### config.mk
export PLATFORM = sky130hd
export DESIGN_NAME = stack_alu_sequencer
export DESIGN_NICKNAME = d
export VERILOG_FILES = /design/src/rtl/stack_alu_pkg.sv /design/src/rtl/stack_alu_sequencer.sv
export SDC_FILE = /design/constraint.sdc
export NUM_CORES = 1
export LEC_CHECK = 0
export CAP_MARGIN = 20
export CORE_MARGIN = 2
export CORE_UTILIZATION = 54
export DETAILED_ROUTE_END_ITERATION = 10
export PLACE_DENSITY = 0.79
export SYNTH_ARGS = -nofsm -noshare
export SYNTH_HDL_FRONTEND = slang
export SYNTH_SLANG_ARGS = --single-unit
### constraint.sdc
create_clock -name clk -period 3.9 [get_ports clk]
set_clock_uncertainty 0.2 [all_clocks]
set_input_delay 0.975 -clock clk [delete_from_list [all_inputs] [get_ports clk]]
set_output_delay 0.975 -clock clk [all_outputs]
set_load 0.1 [all_outputs]
### src/rtl/stack_alu_pkg.sv
// Shared opcode, token-kind and sequencer state encodings for the stack ALU slice.
package stack_alu_pkg;

  typedef enum logic [2:0] {
    OP_NOP  = 3'b000,
    OP_ADD  = 3'b100,
    OP_MUL  = 3'b101,
    OP_PUSH = 3'b110,
    OP_POP  = 3'b111
  } alu_op_e;

  typedef enum logic [1:0] {
    TOK_PUSH = 2'b00,
    TOK_ADD  = 2'b01,
    TOK_MUL  = 2'b10,
    TOK_END  = 2'b11
  } tok_kind_e;

  typedef enum logic [3:0] {
    FETCH,
    OP,
    CAP,
    POP_A,
    POP_B,
    PUSH_R,
    FIN_POP,
    FIN_CAP,
    DRAIN,
    DONE
  } seq_state_e;

endpackage

### src/rtl/stack_alu_sequencer.sv
// Evaluates postfix token streams on an external stack ALU and returns one result
// per expression; errors discard the rest of the expression and drain the ALU stack.
module stack_alu_sequencer
  import stack_alu_pkg::*;
#(
  parameter int N        = 4,
  parameter int MAX_SIZE = 1024
) (
  input  logic         clk,
  input  logic         rst,
  input  logic         tok_valid,
  output logic         tok_ready,
  input  logic [1:0]   tok_kind,
  input  logic [N-1:0] tok_value,
  output logic [2:0]   alu_opcode,
  output logic [N-1:0] alu_input_data,
  input  logic [N-1:0] alu_output_data,
  input  logic         alu_overflow,
  input  logic         alu_success,
  output logic         res_valid,
  input  logic         res_ready,
  output logic [N-1:0] res_data,
  output logic         res_overflow,
  output logic         res_error
);

  localparam int DW = $clog2(MAX_SIZE + 1);
  localparam logic [DW-1:0] DEPTH_MAX = DW'(MAX_SIZE);

  seq_state_e    state_q, state_d;
  logic [DW-1:0] depth_q, depth_d;
  logic          err_q, err_d;
  logic          ovf_q, ovf_d;
  logic [N-1:0]  val_q, val_d;
  alu_op_e       opcode_q, opcode_d;
  logic [N-1:0]  in_data_q, in_data_d;
  logic          tok_ready_q, tok_ready_d;
  logic          res_valid_q, res_valid_d;
  logic [N-1:0]  res_data_q, res_data_d;
  logic          res_ovf_q, res_ovf_d;
  logic          res_err_q, res_err_d;
  logic          drain, finish;

  // Outputs are registered: every op is decided on the transition into the
  // state that drives it, so the ALU result lands in the following state.
  always_comb begin
    state_d     = state_q;
    depth_d     = depth_q;
    err_d       = err_q;
    ovf_d       = ovf_q;
    val_d       = val_q;
    opcode_d    = OP_NOP;
    in_data_d   = '0;
    res_valid_d = res_valid_q;
    res_data_d  = res_data_q;
    res_ovf_d   = res_ovf_q;
    res_err_d   = res_err_q;
    drain       = 1'b0;
    finish      = 1'b0;

    case (state_q)
      FETCH: begin
        if (tok_valid && tok_ready_q) begin
          case (tok_kind_e'(tok_kind))
            TOK_PUSH: begin
              if (!err_q) begin
                if (depth_q == DEPTH_MAX) begin
                  err_d = 1'b1;
                end else begin
                  opcode_d  = OP_PUSH;
                  in_data_d = tok_value;
                end
              end
            end
            TOK_ADD, TOK_MUL: begin
              if (!err_q) begin
                if (depth_q < DW'(2)) begin
                  err_d = 1'b1;
                end else begin
                  state_d  = OP;
                  opcode_d = (tok_kind_e'(tok_kind) == TOK_MUL) ? OP_MUL : OP_ADD;
                end
              end
            end
            default: begin
              if (err_q || depth_q != DW'(1)) begin
                err_d = 1'b1;
                drain = 1'b1;
              end else begin
                state_d  = FIN_POP;
                opcode_d = OP_POP;
              end
            end
          endcase
        end
      end
      OP:      state_d = CAP;
      CAP: begin
        val_d = alu_output_data;
        ovf_d = ovf_q | alu_overflow;
        if (!alu_success) begin
          err_d   = 1'b1;
          state_d = FETCH;
        end else begin
          state_d  = POP_A;
          opcode_d = OP_POP;
        end
      end
      POP_A: begin
        state_d  = POP_B;
        opcode_d = OP_POP;
      end
      POP_B: begin
        state_d   = PUSH_R;
        opcode_d  = OP_PUSH;
        in_data_d = val_q;
      end
      PUSH_R:  state_d = FETCH;
      FIN_POP: state_d = FIN_CAP;
      FIN_CAP: begin
        val_d = alu_output_data;
        if (!alu_success) err_d = 1'b1;
        finish = 1'b1;
      end
      DRAIN:   drain = 1'b1;
      DONE: begin
        if (res_ready) begin
          state_d     = FETCH;
          res_valid_d = 1'b0;
          err_d       = 1'b0;
          ovf_d       = 1'b0;
          depth_d     = '0;
        end
      end
      default: state_d = FETCH;
    endcase

    if (drain) begin
      if (depth_q == '0) begin
        finish = 1'b1;
      end else begin
        state_d  = DRAIN;
        opcode_d = OP_POP;
      end
    end

    if (finish) begin
      state_d     = DONE;
      res_valid_d = 1'b1;
      res_err_d   = err_d;
      res_ovf_d   = ovf_d;
      res_data_d  = err_d ? '0 : val_d;
    end

    // Depth mirrors exactly the PUSH/POP ops handed to the ALU.
    if (opcode_d == OP_PUSH)     depth_d = depth_d + 1'b1;
    else if (opcode_d == OP_POP) depth_d = depth_d - 1'b1;

    tok_ready_d = (state_d == FETCH);
  end

  always_ff @(posedge clk) begin
    if (rst) begin
      state_q     <= FETCH;
      depth_q     <= '0;
      err_q       <= 1'b0;
      ovf_q       <= 1'b0;
      val_q       <= '0;
      opcode_q    <= OP_NOP;
      in_data_q   <= '0;
      tok_ready_q <= 1'b0;
      res_valid_q <= 1'b0;
      res_data_q  <= '0;
      res_ovf_q   <= 1'b0;
      res_err_q   <= 1'b0;
    end else begin
      state_q     <= state_d;
      depth_q     <= depth_d;
      err_q       <= err_d;
      ovf_q       <= ovf_d;
      val_q       <= val_d;
      opcode_q    <= opcode_d;
      in_data_q   <= in_data_d;
      tok_ready_q <= tok_ready_d;
      res_valid_q <= res_valid_d;
      res_data_q  <= res_data_d;
      res_ovf_q   <= res_ovf_d;
      res_err_q   <= res_err_d;
    end
  end

  assign tok_ready      = tok_ready_q;
  assign alu_opcode     = opcode_q;
  assign alu_input_data = in_data_q;
  assign res_valid      = res_valid_q;
  assign res_data       = res_data_q;
  assign res_overflow   = res_ovf_q;
  assign res_error      = res_err_q;

endmodule

* Word-level counts from Yosys, hierarchy flattened *
Index checks and enable logic that the tools add are counted.

cells by class
  div/mod/pow operators = 0
  magnitude comparators = 1
  mux-type cells = 56
  multipliers = 0
  equality and inequality tests = 14
  reductions and logical operators = 13
  shifts and indexed selects = 0
  add/subtract/negate cells = 2
  bitwise gates (word level) = 1

operator list
  operator                 number
  $mux W4                  14
  $mux W11                 4
  $pmux W4 S8              1
  $mux W3                  9
  $mux W1                  19
  $pmux W4 S2              2
  $eq A4 B3 Y1 const B     3
  $pmux W3 S4              1
  $add A11 B1 Y11 const B  1
  $eq A11 B11 Y1 const B   1
  $logic_not A11 Y1        1
  $lt A11 B2 Y1 const B    1
  $ne A11 B1 Y1 const B    1
  $sub A11 B1 Y11 const B  1
  $eq A4 B2 Y1 const B     2
  $eq A4 B4 Y1 const B     2
  $logic_not A4 Y1         2
  $eq A3 B3 Y1 const B     2
  $pmux W1 S2              3
  $pmux W3 S2              1
  $reduce_or A2 Y1         3
  $eq A4 B1 Y1 const B     1
  $reduce_bool A2 Y1       2
  $pmux W1 S3              1
  9 further kinds          9

word-level totals
  bits in latches = 0
  word-level logic and storage cells = 99
  flip-flop bits (word level) = 36
  output and inout port bits = 15
  memories = 0
  RAM bits = 0
  input port bits = 16
  memory bits (read-only) = 0

* Longest topological paths before layout *
Gate-level depths: netlist (run 1).

  depth after elaboration = 12
  depth in mapped cells = 12
  mapped depth without buffers = 11

* Least setup slack after synthesis (run 1) *
OpenSTA, ideal clock, no wires.

  kind = input-to-reg
  from = in tok_kind[0]
  to = reg depth_q[8]
  cell stages on the path = 8
  library setup time = 0.138 ns
  required time = 3.562 ns
  buffers on the path = 0
  arrival time = 2.831 ns
  path slack = 0.731 ns
  cell sequence = ha_1 a31oi_1 or4_1 or2_2 nand2_1 or4bb_1 nand3_1 a221oi_1

between the ends
  word-level cells in the longest chain between the ends = 12
  elaborated cells between the ends (all ways) = 20
  classes of those cells = eq/ne (4); mux (13); reduce/logical (3)

ends and longest elaborated chain
  item                  RTL line                                              source
  from (decl)           stack_alu_sequencer.sv:13                             input logic [1:0] tok_kind,
  $eq A2 B2 Y1          stack_alu_sequencer.sv:64, stack_alu_sequencer.sv:81
  $mux W1               stack_alu_sequencer.sv:81                             opcode_d = (tok_kind_e'(tok_kind) == TOK_MUL) ? OP_MUL : OP_ADD;
  $mux W3               stack_alu_sequencer.sv:77                             if (depth_q < DW'(2)) begin
  $mux W3               stack_alu_sequencer.sv:76                             if (!err_q) begin
  $pmux W3 S2           stack_alu_sequencer.sv:64                             case (tok_kind_e'(tok_kind))
  $mux W3               stack_alu_sequencer.sv:63                             if (tok_valid && tok_ready_q) begin
  $pmux W3 S4           stack_alu_sequencer.sv:61                             case (state_q)
  $mux W3               stack_alu_sequencer.sv:139                            if (depth_q == '0) begin
  $mux W3 *             stack_alu_sequencer.sv:138                            if (drain) begin
  $eq A3 B3 Y1          stack_alu_sequencer.sv:157                            else if (opcode_d == OP_POP) depth_d = depth_d - 1'b1;
  $mux W11              stack_alu_sequencer.sv:157
  $mux W11 *            stack_alu_sequencer.sv:156                            if (opcode_d == OP_PUSH) depth_d = depth_d + 1'b1;
  to (signal assigned)  stack_alu_sequencer.sv:178                            depth_q <= depth_d;
  to (decl)             stack_alu_sequencer.sv:31                             logic [DW-1:0] depth_q, depth_d;

Every way passes the cells marked *; elsewhere a longest branch is shown, timed or not.
A chain may end at the register's enable or synchronous reset.

* Final worst setup path (run 1) *
  from = in tok_kind[1]
  to = reg depth_q[3]

Same word-level chain as after synthesis.

==> impl_summary.md, run 1 <==
Clocking
The total of cells resized after clock tree synthesis is 0. After clock tree synthesis, the clock-pin slew on the worst setup and hold paths is roughly 0.070 ns. The largest buffer count on any clock path is 2. The number of levels the H-tree was split into is 2. The number of buffers created by CTS is 5. The quantity of hold-fixing buffers added after cts is 0.

The tree built by TritonCTS fans out to 36 sinks. The clock tree from TritonCTS is built. The clock insertion delay at the later pin of the skew report is between 0.2 and 0.3 ns.

The root buffer cell is sky130_fd_sc_hd__clkbuf_8. The number of setup buffers added after CTS is 0.

Routing
The count of nets left with antenna violations once routing finished came out at 0. In the final routed layout, each cell accounts on average for 15.08 um. The number of design rule violations left after detail routing is 0. For this block, the initial DRC count from the detailed router was slightly below 200. The final wirelength is 5216 um.

The average via count per standard cell is approximately 6. The via count is approximately 2.1k. The first TritonRoute pass finished after 5 iterations.

STA
The portion of the clock cycle consumed by the worst path in the final layout is between 80% and 90%. Setup repair after global routing left no endpoint under its margin. The count of endpoints failing hold in the final timing report is 0. The transition at the pin with the smallest max-transition slack is 0.9837 ns. The clock period minus final worst setup slack is 3.431 ns. The number of max-slew violations in the final report is 0. Setup violations remaining at the end of the flow were counted as 0.

The final sum of negative setup slack is 0 ns. Based on the critical path, the design can be clocked at up to 291.4 MHz. The final setup slack of the worst path is 0.4688 ns.

The worst slew margin relative to its limit is roughly 34%.

Setup path
Data on the critical path is required at its endpoint by 3.87 ns. The category of the most critical setup path is input port to flip-flop. The reg-to-reg critical path endpoint is depth_q[10]$_SDFF_PP0_. The most critical setup path has its endpoint at depth_q[3]$_SDFF_PP0_.

The critical register-to-register path startpoint is state_q[2]$_SDFF_PP0_. In this run the register-to-register setup slack is roughly 1.0 ns. STA classifies the critical path startpoint as an input port. The worst-path maximum fanout is 7. The data arrival at the endpoint of the critical path is approximately 3.4 ns. The worst setup path is captured at a flip-flop. In this run the worst setup path begins at tok_kind[1].

The worst register-to-register path has a depth of 11.

Power and ir drop
The share of total power dissipated in sequential elements is 29.9%. Per report_power, the combinational group accounts for 57.0% of the total. The analysis attributes to cell leakage a power of between 1 and 1.5 nW. The switching share of power is about half.

For this design the total switching power over the nets is about 0.93 mW. Power spread over the standard cell area amounts to 743.8 nW/um2. Across the VDD grid, the largest voltage drop is 0.3971 mV.

The part of the total power dissipated in the clock network is a little over an eighth. The internal power summed over all cells is 1.008 mW.

Status
The run finished with clean final reports.

Finish
The top cell types in the final layout, fill and taps aside, are sky130_fd_sc_hd__dfxtp_1 (36), sky130_fd_sc_hd__nor2_1 (32), sky130_fd_sc_hd__nand2_1 (31), sky130_fd_sc_hd__clkdlybuf4s50_1 (30), sky130_fd_sc_hd__nor3_1 (12). The share of the core filled with cells in the final layout is 66.17%. The number of nets at the end of the flow is between 300 and 400. With fillers left out, the area of the finished cells amounts to ~2600 um2. The share of post-route cells with drive strength above 1 is about a tenth. The number of antenna diodes in the final layout is 0. After filler insertion, the fill cell instance count of the layout stands at between 300 and 400. The area growth from synthesis to layout is 19.14%. The most common library cell in the layout ignoring fill and taps is sky130_fd_sc_hd__dfxtp_1.

Global route
The wire length of the first global-routing pass is between 8000 and 9000 um. The maximum number of pins on one net before global-route repair is 18. The number of antenna violations at the first check in global routing is 0. The overall track demand over capacity in global routing is 24.40%.

The via count of the first global-routing pass was approximately 1.8k. The global-route congestion overflow total is 0.

Logic synthesis
The net count after synthesis is around 290. For this run, the leading register cell type out of synthesis is sky130_fd_sc_hd__dfxtp_1. The number of synthesis warnings is 0.

Dividing the synthesized area by the synthesized cell count gives between 8 and 9 um2. In the synthesized netlist the async set-or-reset flop fraction comes to 0%. The synthesized design contains 0 enable-type register cells.

The number of instances in the synthesized netlist is between 200 and 300. Summing the sequential cell areas from Yosys gives approximately a third of the chip area. The number of distinct standard cells referenced by the synthesized netlist is 60.

The synthesized flop and latch total is 36. The area of the mapped netlist is between 2000 and 2500 um2.

Place
The count of input and output buffers is 30. At the placement stage, the worst setup path has a slack of between 0.2 and 0.25 ns. Routability-driven placement finished with a final weighted congestion of ~0.93.

The post-detailed-placement half-perimeter wirelength is slightly below 4000 um. Summing all placed instances gives a cell area of ~2500 um2.

Floorplan
The floorplan has 23 rows. The floorplan step set the die height to around 68 um. The die outline area is 4580 um2. The initial utilization of the core area, before any placement, comes to 55.54%. The die is approximately 68 um wide. In this run the standard cell core region covers slightly below 4000 um2. The boundary pin count is 31.

Flow run
The total of max-cap violations is 0.

Min path
The path class of the tightest hold or removal check is flip-flop to flip-flop.
## metal layers
metal | wire length, um | GRT usage (%)
met1 | 2364 | 35.27
met2 | 2433 | 37.01
met3 | 364 | 3.667
met4 | 53 | 7.653
met5 | 0 | 0
## through the flow
| step | cells | power [mW] | hold WS [ns] |
|---|---|---|---|
| 4_1_cts | 346 | 1.935 | 0.2644 |
| 3_5_place_dp | 338 | 1.675 | 0.2463 |
| 5_1_grt | 346 | 2.086 | 0.2900 |
| 6_report | 346 | 1.940 | 0.2614 |
| 2_1_floorplan | 267 | 1.452 | 0.2710 |
| 3_3_place_gp | 338 | 1.667 | 0.2459 |
## flip-flops by register name (all words and copies together), names as in the netlist
name and count:
alu_input_data 4, alu_opcode 3, depth_q 11, err_q 1, ovf_q 1, res_data 4
res_error 1, res_overflow 1, res_valid 1, state_q 4, tok_ready 1, val_q 4
## Yosys cell counts, types with 2 or more instances
cell type,instances,area [um2]
sky130_fd_sc_hd__nor3b_1,2,15.01
sky130_fd_sc_hd__o22a_1,2,17.52
sky130_fd_sc_hd__or3_1,3,18.77
sky130_fd_sc_hd__mux2i_1,8,80.08
sky130_fd_sc_hd__a32oi_1,2,17.52
sky130_fd_sc_hd__nand3b_1,2,15.01
sky130_fd_sc_hd__a31oi_1,3,18.77
sky130_fd_sc_hd__inv_1,8,30.03
sky130_fd_sc_hd__nand2_1,31,116.4
sky130_fd_sc_hd__nor4_1,2,12.51
sky130_fd_sc_hd__nand4_1,4,25.02
sky130_fd_sc_hd__a211oi_1,6,45.04
sky130_fd_sc_hd__nor2_1,32,120.1
sky130_fd_sc_hd__a22oi_1,4,30.03
sky130_fd_sc_hd__buf_6,3,33.78
sky130_fd_sc_hd__clkbuf_1,10,37.54
sky130_fd_sc_hd__and3_1,4,25.02
sky130_fd_sc_hd__dfxtp_1,36,720.7
sky130_fd_sc_hd__nand3_1,9,45.04
sky130_fd_sc_hd__o311ai_0,2,17.52
sky130_fd_sc_hd__nor4_4,3,63.81
sky130_fd_sc_hd__ha_1,5,62.56
sky130_fd_sc_hd__nand2b_1,5,31.28
sky130_fd_sc_hd__nor3_1,12,60.06
sky130_fd_sc_hd__a21oi_1,11,55.05
sky130_fd_sc_hd__and2_1,6,37.54
sky130_fd_sc_hd__a211o_1,2,17.52
sky130_fd_sc_hd__nor2b_1,2,12.51
sky130_fd_sc_hd__o21ai_0,7,35.03
sky130_fd_sc_hd__o41ai_1,2,17.52
sky130_fd_sc_hd__a221oi_1,2,17.52
sky130_fd_sc_hd__nor4b_1,2,17.52
sky130_fd_sc_hd__buf_2,4,20.02
sky130_fd_sc_hd__a22o_1,3,26.28
sky130_fd_sc_hd__o211a_1,2,20.02
sky130_fd_sc_hd__or2_2,2,12.51
## layout make-up
cell class / count / area [um2] / area share [%]
multi-input cells: 206 / 1348 / 51.65
inverters: 8 / 30.03 / 1.151
clock inverters: 3 / 18.77 / 0.7194
well taps: 50 / 62.56 / 2.398
flip-flops and latches: 36 / 720.7 / 27.63
clock buffers: 5 / 68.82 / 2.638
repair buffers: 38 / 360.3 / 13.81
## worst min path at each step
stage	endpoint	start	depth (start not counted)	slack, ns
3_5_place_dp	res_data[0]$_SDFFE_PP0P_	res_data[0]$_SDFFE_PP0P_	2	0.25
3_3_place_gp	res_data[3]$_SDFFE_PP0P_	res_data[3]$_SDFFE_PP0P_	2	0.25
4_1_cts	res_data[0]$_SDFFE_PP0P_	res_data[0]$_SDFFE_PP0P_	2	0.26
2_1_floorplan	ovf_q$_SDFF_PP0_	ovf_q$_SDFF_PP0_	2	0.27
6_report	res_data[0]$_SDFFE_PP0P_	res_data[0]$_SDFFE_PP0P_	2	0.26
5_1_grt	res_data[0]$_SDFFE_PP0P_	res_data[0]$_SDFFE_PP0P_	2	0.29
## critical path: stages
cell                              delay [ns]
sky130_fd_sc_hd__clkdlybuf4s50_1        0.51
sky130_fd_sc_hd__ha_1                   0.19
sky130_fd_sc_hd__a31oi_1                0.08
sky130_fd_sc_hd__or4_1                  0.48
sky130_fd_sc_hd__or2_2                  0.36
sky130_fd_sc_hd__a22o_1                 0.29
sky130_fd_sc_hd__o41ai_1                0.28
sky130_fd_sc_hd__a22o_1                 0.18
sky130_fd_sc_hd__a211oi_1               0.06
## cell families (layout without fill, tap and decap cells)
group | after synthesis | in the layout | share of synthesized area, %
AOI/OAI and AO/OA | 62 | 62 | 21.54
xor gates and xnor gates | 2 | 2 | 0.8001
muxes | 8 | 8 | 3.657
DFF | 36 | 36 | 32.91
and+or+nand+nor | 129 | 129 | 32.69
adders and majority gates | 5 | 5 | 2.857
buffers and inverters | 25 | 54 | 5.543
## power groups by stage
stage / Clock, mW / Sequential, mW / Combinational (mW)
final: 0.256 / 0.580 / 1.11
after global routing: 0.278 / 0.594 / 1.21
after detailed placement: 0 / 0.584 / 1.09
after CTS: 0.264 / 0.575 / 1.10
after global placement: 0 / 0.582 / 1.08
after floorplan: 0 / 0.686 / 0.766
No activity file was read; power rests on OpenSTA's default activity.
==> run 2, diff against run 1 <==
--- a/config.mk
+++ b/config.mk
@@ -6,7 +6,6 @@
 export NUM_CORES = 1
 export LEC_CHECK = 0
 export CAP_MARGIN = 20
-export CORE_MARGIN = 2
 export CORE_UTILIZATION = 54
 export DETAILED_ROUTE_END_ITERATION = 10
 export PLACE_DENSITY = 0.79
==> run 2 against run 1 <==
Net effect:
- critical path depth up 1
- die area fell by 5.8%
- combinational power is essentially flat
- largest cell class unchanged
- highest routed layer unchanged
==> impl_summary.md, run 2 (synthesis results as in run 1) <==
Status
The flow ran to the end, and the final reports show no timing, DRC or antenna violations.

Flow run
The total of max-cap violations came to 0 (unchanged).

Routing
The routed wirelength normalized by instance count was 15.13 um (+0.39%). The met2 layer wire length in the routed design was 2344 um (-3.7%). The average via count per standard cell is 6.020 (+0.20%). The final wirelength is 5176 um (-0.77%).

The number of nets still failing antenna checks after routing is 0 (unchanged). The initial DRC count is 229 (+17%). The met3 wire length is 348 um (-4.4%).

The count of TritonRoute iterations in the first routing pass is 4 (-1). The highest metal layer used by the detailed router is met4. The via count is 2059 (-0.96%). The number of design rule violations left after detail routing is 0 (unchanged). The post-route met1 wirelength is 2411 um (+2.0%).

Finish
The number of flip-flops in the largest register is 11 (unchanged). The total of fill cells in the finished design is 311 (-7.2%). The flip-flop and latch area is 720.7 um2 (unchanged).

The area growth from synthesis to layout is 18.34%. The antenna diode instance count is 0 (unchanged). The number of nets at the end of the flow is 314 (-0.63%). The library cell used most frequently in the layout, excluding fill and tap cells, is sky130_fd_sc_hd__dfxtp_1.

The multi-input logic area is 1348 um2 (unchanged). depth_q holds more flip-flops than any other register. Leaving out fill and tap cells, the most frequent cells in the layout are sky130_fd_sc_hd__dfxtp_1 (36), sky130_fd_sc_hd__nor2_1 (32), sky130_fd_sc_hd__nand2_1 (31), sky130_fd_sc_hd__clkdlybuf4s50_1 (30), sky130_fd_sc_hd__nor3_1 (12).

The share of post-route cells with drive strength above 1 is 9.524% (-0.61 points).

STA
The portion of the clock cycle consumed by the worst path in the final layout is 88.26% (+0.28 points). The worst hold slack came to 0.2537 ns (-0.007684 ns). The final setup violation count came to 0 (unchanged). The fmax came to 290.5 MHz (-0.32%). The clock period minus final worst setup slack is 3.442 ns (+0.01109 ns). Setup repair after global routing left no endpoint under its margin. The count of endpoints failing hold in the final timing report came to 0 (unchanged). The worst slew margin relative to its limit is 34.69% (+0.47 points).

The number of max-slew violations in the final report is 0 (unchanged). The transition at the pin with the smallest max-transition slack was 0.9766 ns (-0.007102 ns). The final sum of negative setup slack is 0 ns (unchanged).

Place
The post-detailed-placement half-perimeter wirelength is 3869 um (-1.9%). The count of input and output buffers came to 30 (unchanged). The weighted congestion at the end of routability-driven global placement is 0.8977 (-3.0%).

Setup path
The setup slack on the worst flop-to-flop path is 1.10 ns (+0.09 ns). The worst setup path is launched from an input port. The critical register-to-register path startpoint is state_q[2]$_SDFF_PP0_.

The category of the most critical setup path is input port to flip-flop. The data arrival at the endpoint of the critical path is 3.45 ns (+0.05 ns). The worst-path maximum fanout is 11 (+4). The required time at the worst-slack endpoint came to 3.91 ns (+0.04 ns). The depth of the worst register-to-register path is 11 (unchanged). The endpoint identified for the worst register-to-register timing path is depth_q[10]$_SDFF_PP0_. The capturing element type of the critical path is a flip-flop.

Min path
The worst hold-check path type is flip-flop to flip-flop. For hold timing, the worst endpoint is res_data[1]$_SDFFE_PP0P_. The startpoint of the tightest hold check path is res_data[1]$_SDFFE_PP0P_.

The worst hold path cell count is 2 (unchanged).

Clocking
The largest buffer count on any clock path is 2 (unchanged). The number of buffers created by CTS is 5 (unchanged). The clock tree from TritonCTS is built. The clock insertion delay at the later pin of the skew report is 0.29 ns (about the same). The cell sitting at the root of the clock tree is a sky130_fd_sc_hd__clkbuf_8. The total of cells resized after clock tree synthesis is 0 (unchanged).

The number of levels the H-tree was split into is 2 (unchanged). The quantity of hold-fixing buffers added after cts came to 0 (unchanged). The number of clock sinks seen by CTS came to 36 (unchanged). The register clock-pin slew on the reported worst setup and hold paths is 0.07 ns (about the same). The number of setup buffers added after CTS came to 0 (unchanged).

Floorplan
The x dimension of the die is 65.68 um (-3.0%). The placeable core area is 3771 um2 (-4.3%). The number of standard-cell rows in the floorplan is 22 (-4.3%). The boundary pin count is 31 (unchanged). The floorplan die height is 65.68 um (-3.0%). The die outline area was 4313 um2 (-5.8%). The initial core utilization came to 58.06% (+2.5 points).

Global route
The number of antenna violations at the first check in global routing is 0 (unchanged). The via count of the first global-routing pass is 1922 (+8.3%). The global-route congestion overflow total came to 0 (unchanged). The wire length of the first global-routing pass is 8618 um (+0.97%). The maximum number of pins on one net before global-route repair is 18 (unchanged).

The overall track demand over capacity in global routing is 26.14% (+1.7 points).

Power and ir drop
The standby leakage power was 0.9893 nW (-1.1%). The maximum VDD drop is 0.3156 mV (-21%). The cell area power density is 742.3 nW/um2 (-0.20%).
## run 2: cell count changes in the layout (fill, tap and decap cells not counted), sizes merged
cell,before,now
buf,8,6
## run 2: per-stage QoR
step                util (%)  cells  cell area [um2]  power [mW]  setup WS (ns)
floorplan                  -    267             2190       1.452         0.7309
global route           68.71    342             2591       2.059         0.3593
global placement       66.39    334             2504       1.644         0.2472
detailed placement     66.39    334             2504       1.654         0.1741
CTS                    68.71    342             2591       1.916         0.4687
finish                 68.71    342             2591       1.923         0.4577
## run 2: critical path, stage by stage
cell and delay (ns):
sky130_fd_sc_hd__clkdlybuf4s50_1 0.48, sky130_fd_sc_hd__inv_1 0.06, sky130_fd_sc_hd__ha_1 0.31, sky130_fd_sc_hd__and4b_1 0.21, sky130_fd_sc_hd__and3_1 0.17, sky130_fd_sc_hd__nand3_1 0.19, sky130_fd_sc_hd__o211a_1 0.42, sky130_fd_sc_hd__nor3_1 0.08
sky130_fd_sc_hd__a311o_1 0.33, sky130_fd_sc_hd__a211oi_1 0.22
## run 2: metal layers
metal | vias to the layer above | GRT usage, %
li1 | 1035 | -
met1 | 946 | 34.21
met2 | 71 | 40.94
met3 | 7 | 6.597
met4 | 0 | 9.511
met5 | - | 0
## run 2: report_power, final
part	switching [mW]	total, mW	internal [mW]
registers	0.133	0.581	0.448
logic	0.662	1.08	0.420
clock network	0.136	0.261	0.124
total	0.931	1.92	0.993
## run 2: how the worst max path moves through the flow
stage                            from                     end  slack [ns]
after floorplan           tok_kind[0]   depth_q[8]$_SDFF_PP0_        0.73
after global placement    tok_kind[1]   depth_q[3]$_SDFF_PP0_        0.25
final                     tok_kind[0]  depth_q[10]$_SDFF_PP0_        0.46
after detailed placement  tok_kind[0]  depth_q[10]$_SDFF_PP0_        0.17
after global routing      tok_kind[1]   depth_q[8]$_SDFF_PP0_        0.36
after CTS                 tok_kind[0]  depth_q[10]$_SDFF_PP0_        0.47
## run 2: cell type report
type	instances	share of cell area (%)
flip-flops and latches	36	27.81
repair buffers	36	13.33
well taps	48	2.318
inverters	8	1.159
clock buffers	5	2.656
clock inverters	3	0.7243
multi-input cells	206	52.00
==> run 3, diff against run 2 <==
--- a/config.mk
+++ b/config.mk
@@ -8,6 +8,7 @@
 export CAP_MARGIN = 20
 export CORE_UTILIZATION = 54
 export DETAILED_ROUTE_END_ITERATION = 10
+export GPL_TIMING_DRIVEN = 0
 export PLACE_DENSITY = 0.79
 export SYNTH_ARGS = -nofsm -noshare
 export SYNTH_HDL_FRONTEND = slang
==> run 3 against run 2 <==
Net effect:
- sequential power fell by 13%
- global-route usage rose by 1.3 points
- via count rose by 3.9%
- critical endpoint is now depth_q[8]$_SDFF_PP0_
- highest routed layer unchanged
==> impl_summary.md, run 3 (synthesis results as in run 1) <==
Power and ir drop
The combinational group share of total power is 59.0% (+2.7 points). The fraction of power consumed by sequential logic was 24.8% (-5.4 points). The maximum VDD drop is 0.3843 mV (+22%).

The total net switching power is 0.9552 mW (+2.6%). The switching share of power was 46.86% (-1.5 points). The total design power was 2.038 mW (+6.0%). The internal power summed over all cells is 1.083 mW (+9.1%). The part of the total power dissipated in the clock network is 16.2% (+2.7 points).

The cell area power density is 766.0 nW/um2 (+3.2%). The standby leakage power came to 1.017 nW (+2.8%).

Routing
The average via count per standard cell was 6.062 (+0.70%). The via count was 2140 (+3.9%). The initial DRC count is 237 (+3.5%). The final wirelength is 5413 um (+4.6%). The number of nets still failing antenna checks after routing is 0 (unchanged).

The routed wirelength normalized by instance count was 15.33 um (+1.3%). The count of TritonRoute iterations in the first routing pass is 7 (+3). The number of design rule violations left after detail routing was 0 (unchanged).

STA
The count of endpoints failing hold in the final timing report is 0 (unchanged). The clock period minus final worst setup slack is 3.735 ns (+0.2924 ns). The number of max-slew violations in the final report is 0 (unchanged). The fmax is 267.8 MHz (-7.8%). The worst slew margin relative to its limit was 33.96% (-0.73 points).

Setup repair after global routing left no endpoint under its margin. The final setup violation count is 0 (unchanged). The transition at the pin with the smallest max-transition slack was 0.9875 ns (+0.01092 ns).

The portion of the clock cycle consumed by the worst path in the final layout is 95.76% (+7.5 points).

Finish
The share of the core filled with cells in the final layout was 70.57% (+1.9 points). Leaving out fill and tap cells, the most frequent cell in the layout is sky130_fd_sc_hd__dfxtp_1. The area growth from synthesis to layout is 21.54%. The share of post-route cells with drive strength above 1 came to 9.508% (-0.016 points). The multi-input logic area is 1348 um2 (unchanged). In the layout the commonest cells are sky130_fd_sc_hd__dfxtp_1 (36), sky130_fd_sc_hd__nor2_1 (32), sky130_fd_sc_hd__nand2_1 (31), sky130_fd_sc_hd__clkdlybuf4s50_1 (30), sky130_fd_sc_hd__nor3_1 (12).

Ranked by flip-flop count, first place goes to depth_q. The antenna diode instance count came to 0 (unchanged). The number of nets at the end of the flow is 325 (+3.5%). The flip-flop and latch area is 720.7 um2 (unchanged). The total of fill cells in the finished design is 313 (+0.64%). The number of flip-flops in the largest register is 11 (unchanged).

Floorplan
The floorplan die height came to 65.68 um (unchanged). The placeable core area is 3771 um2 (unchanged). The x dimension of the die was 65.68 um (unchanged). The initial core utilization is 58.06% (unchanged). The number of standard-cell rows in the floorplan is 22 (unchanged). The boundary pin count is 31 (unchanged). The die outline area is 4313 um2 (unchanged).

Global route
The wire length of the first global-routing pass is 9004 um (+4.5%). The global-route congestion overflow total came to 0 (unchanged). The via count of the first global-routing pass is 1967 (+2.3%). The maximum number of pins on one net before global-route repair came to 13 (-5). The overall track demand over capacity in global routing is 27.42% (+1.3 points).

The number of antenna violations at the first check in global routing is 0 (unchanged).

Min path
For hold timing, the worst endpoint is res_data[0]$_SDFFE_PP0P_. In this run the most critical hold path is launched from res_data[0]$_SDFFE_PP0P_. The worst hold path cell count is 2 (unchanged).

The worst hold-check path type is flip-flop to flip-flop.

Clocking
The register clock-pin slew on the reported worst setup and hold paths is 0.08 ns (about the same). The largest buffer count on any clock path is 2 (unchanged). TritonCTS built the clock tree.

CTS placed an instance of sky130_fd_sc_hd__clkbuf_8 at the clock tree root. The quantity of hold-fixing buffers added after cts came to 0 (unchanged). The number of clock sinks seen by CTS is 36 (unchanged).

The clock insertion delay at the later pin of the skew report is 0.29 ns (about the same). The number of levels the H-tree was split into is 2 (unchanged). The total of cells resized after clock tree synthesis is 0 (unchanged). The number of setup buffers added after CTS came to 0 (unchanged).

The number of buffers created by CTS is 5 (unchanged).

Setup path
The depth of the worst register-to-register path is 12 (+1). The required time at the worst-slack endpoint was 3.86 ns (-0.05 ns). The setup slack on the worst flop-to-flop path came to 0.90 ns (-0.20 ns).

The critical path goes through clkdlybuf4s50_1 > ha_1 > a31oi_1 > or4_1 > or2_2 > nand2_1 > or4bb_1 > nand3_1 > a221oi_1. The capturing element type of the critical path is a flip-flop. The category of the most critical setup path is input port to flip-flop. The data arrival at the endpoint of the critical path is 3.69 ns (+0.24 ns).

The category of the worst setup path launch point is an input port. The worst-path maximum fanout came to 6 (-5). In this run the critical register-to-register path is launched from state_q[0]$_SDFF_PP0_. The reg-to-reg critical path endpoint is depth_q[10]$_SDFF_PP0_. The maximum single-stage delay on the critical path is 0.53 ns (+0.05 ns). The slowest stage of the critical path belongs to the cell sky130_fd_sc_hd__or4bb_1.

Status
The run finished with clean final reports.

Place
The weighted congestion at the end of routability-driven global placement came to 0.8800 (-2.0%). The post-detailed-placement half-perimeter wirelength is 4037 um (+4.3%). The count of input and output buffers is 30 (unchanged).

Flow run
The total of max-cap violations came to 0 (unchanged).
## run 3: area by class of cell
cell class                      instances  share of cell area [%]
Tap cell                               48                   2.257
Clock buffer                            5                   2.586
Multi-Input combinational cell        206                   50.63
Clock inverter                          3                   1.598
Buffer                                 17                   3.432
Inverter                                8                   1.128
Timing Repair Buffer                   30                   11.28
Sequential cell                        36                   27.08
## run 3: power by group through the flow
stage / Clock, mW / Combinational (mW) / Sequential (mW)
2_1_floorplan: 0 / 0.766 / 0.686
3_3_place_gp: 0 / 1.17 / 0.512
3_5_place_dp: 0 / 1.18 / 0.514
4_1_cts: 0.333 / 1.19 / 0.506
5_1_grt: 0.348 / 1.31 / 0.517
6_report: 0.330 / 1.20 / 0.505
## run 3: worst max-delay path: cells and delay by family
| kind | cells | cell delay (ns) |
|---|---|---|
| compound gates | 2 | 0.19 |
| fa+ha+maj | 1 | 0.31 |
| buf+inv | 1 | 0.51 |
| simple gates | 5 | 1.70 |
## run 3: routing by layer
metal	wire length, um	global-route usage [%]
met1	2456	36.37
met2	2495	43.75
met3	400	6.076
met4	60	8.424
met5	0	0
## run 3: worst max path at each step
stage,start,end,depth (start not counted)
CTS,tok_kind[1],depth_q[8]$_SDFF_PP0_,9
global route,tok_kind[1],depth_q[8]$_SDFF_PP0_,9
floorplan,tok_kind[0],depth_q[8]$_SDFF_PP0_,8
global placement,tok_kind[1],depth_q[8]$_SDFF_PP0_,9
finish,tok_kind[1],depth_q[8]$_SDFF_PP0_,9
detailed placement,tok_kind[1],depth_q[8]$_SDFF_PP0_,9
## run 3: through the flow
step                 TNS, ns  cell area (um2)  std cells  setup WS [ns]  hold slack, ns
detailed placement  -0.07252             2550        345       -0.07025          0.2472
finish                     0             2661        353         0.1653          0.2639
CTS                        0             2661        353         0.1892          0.2637
global placement    -0.02883             2550        345       -0.02883          0.2406
floorplan                  0             2190        267         0.7309          0.2710
global route               0             2661        353        0.07304          0.3124
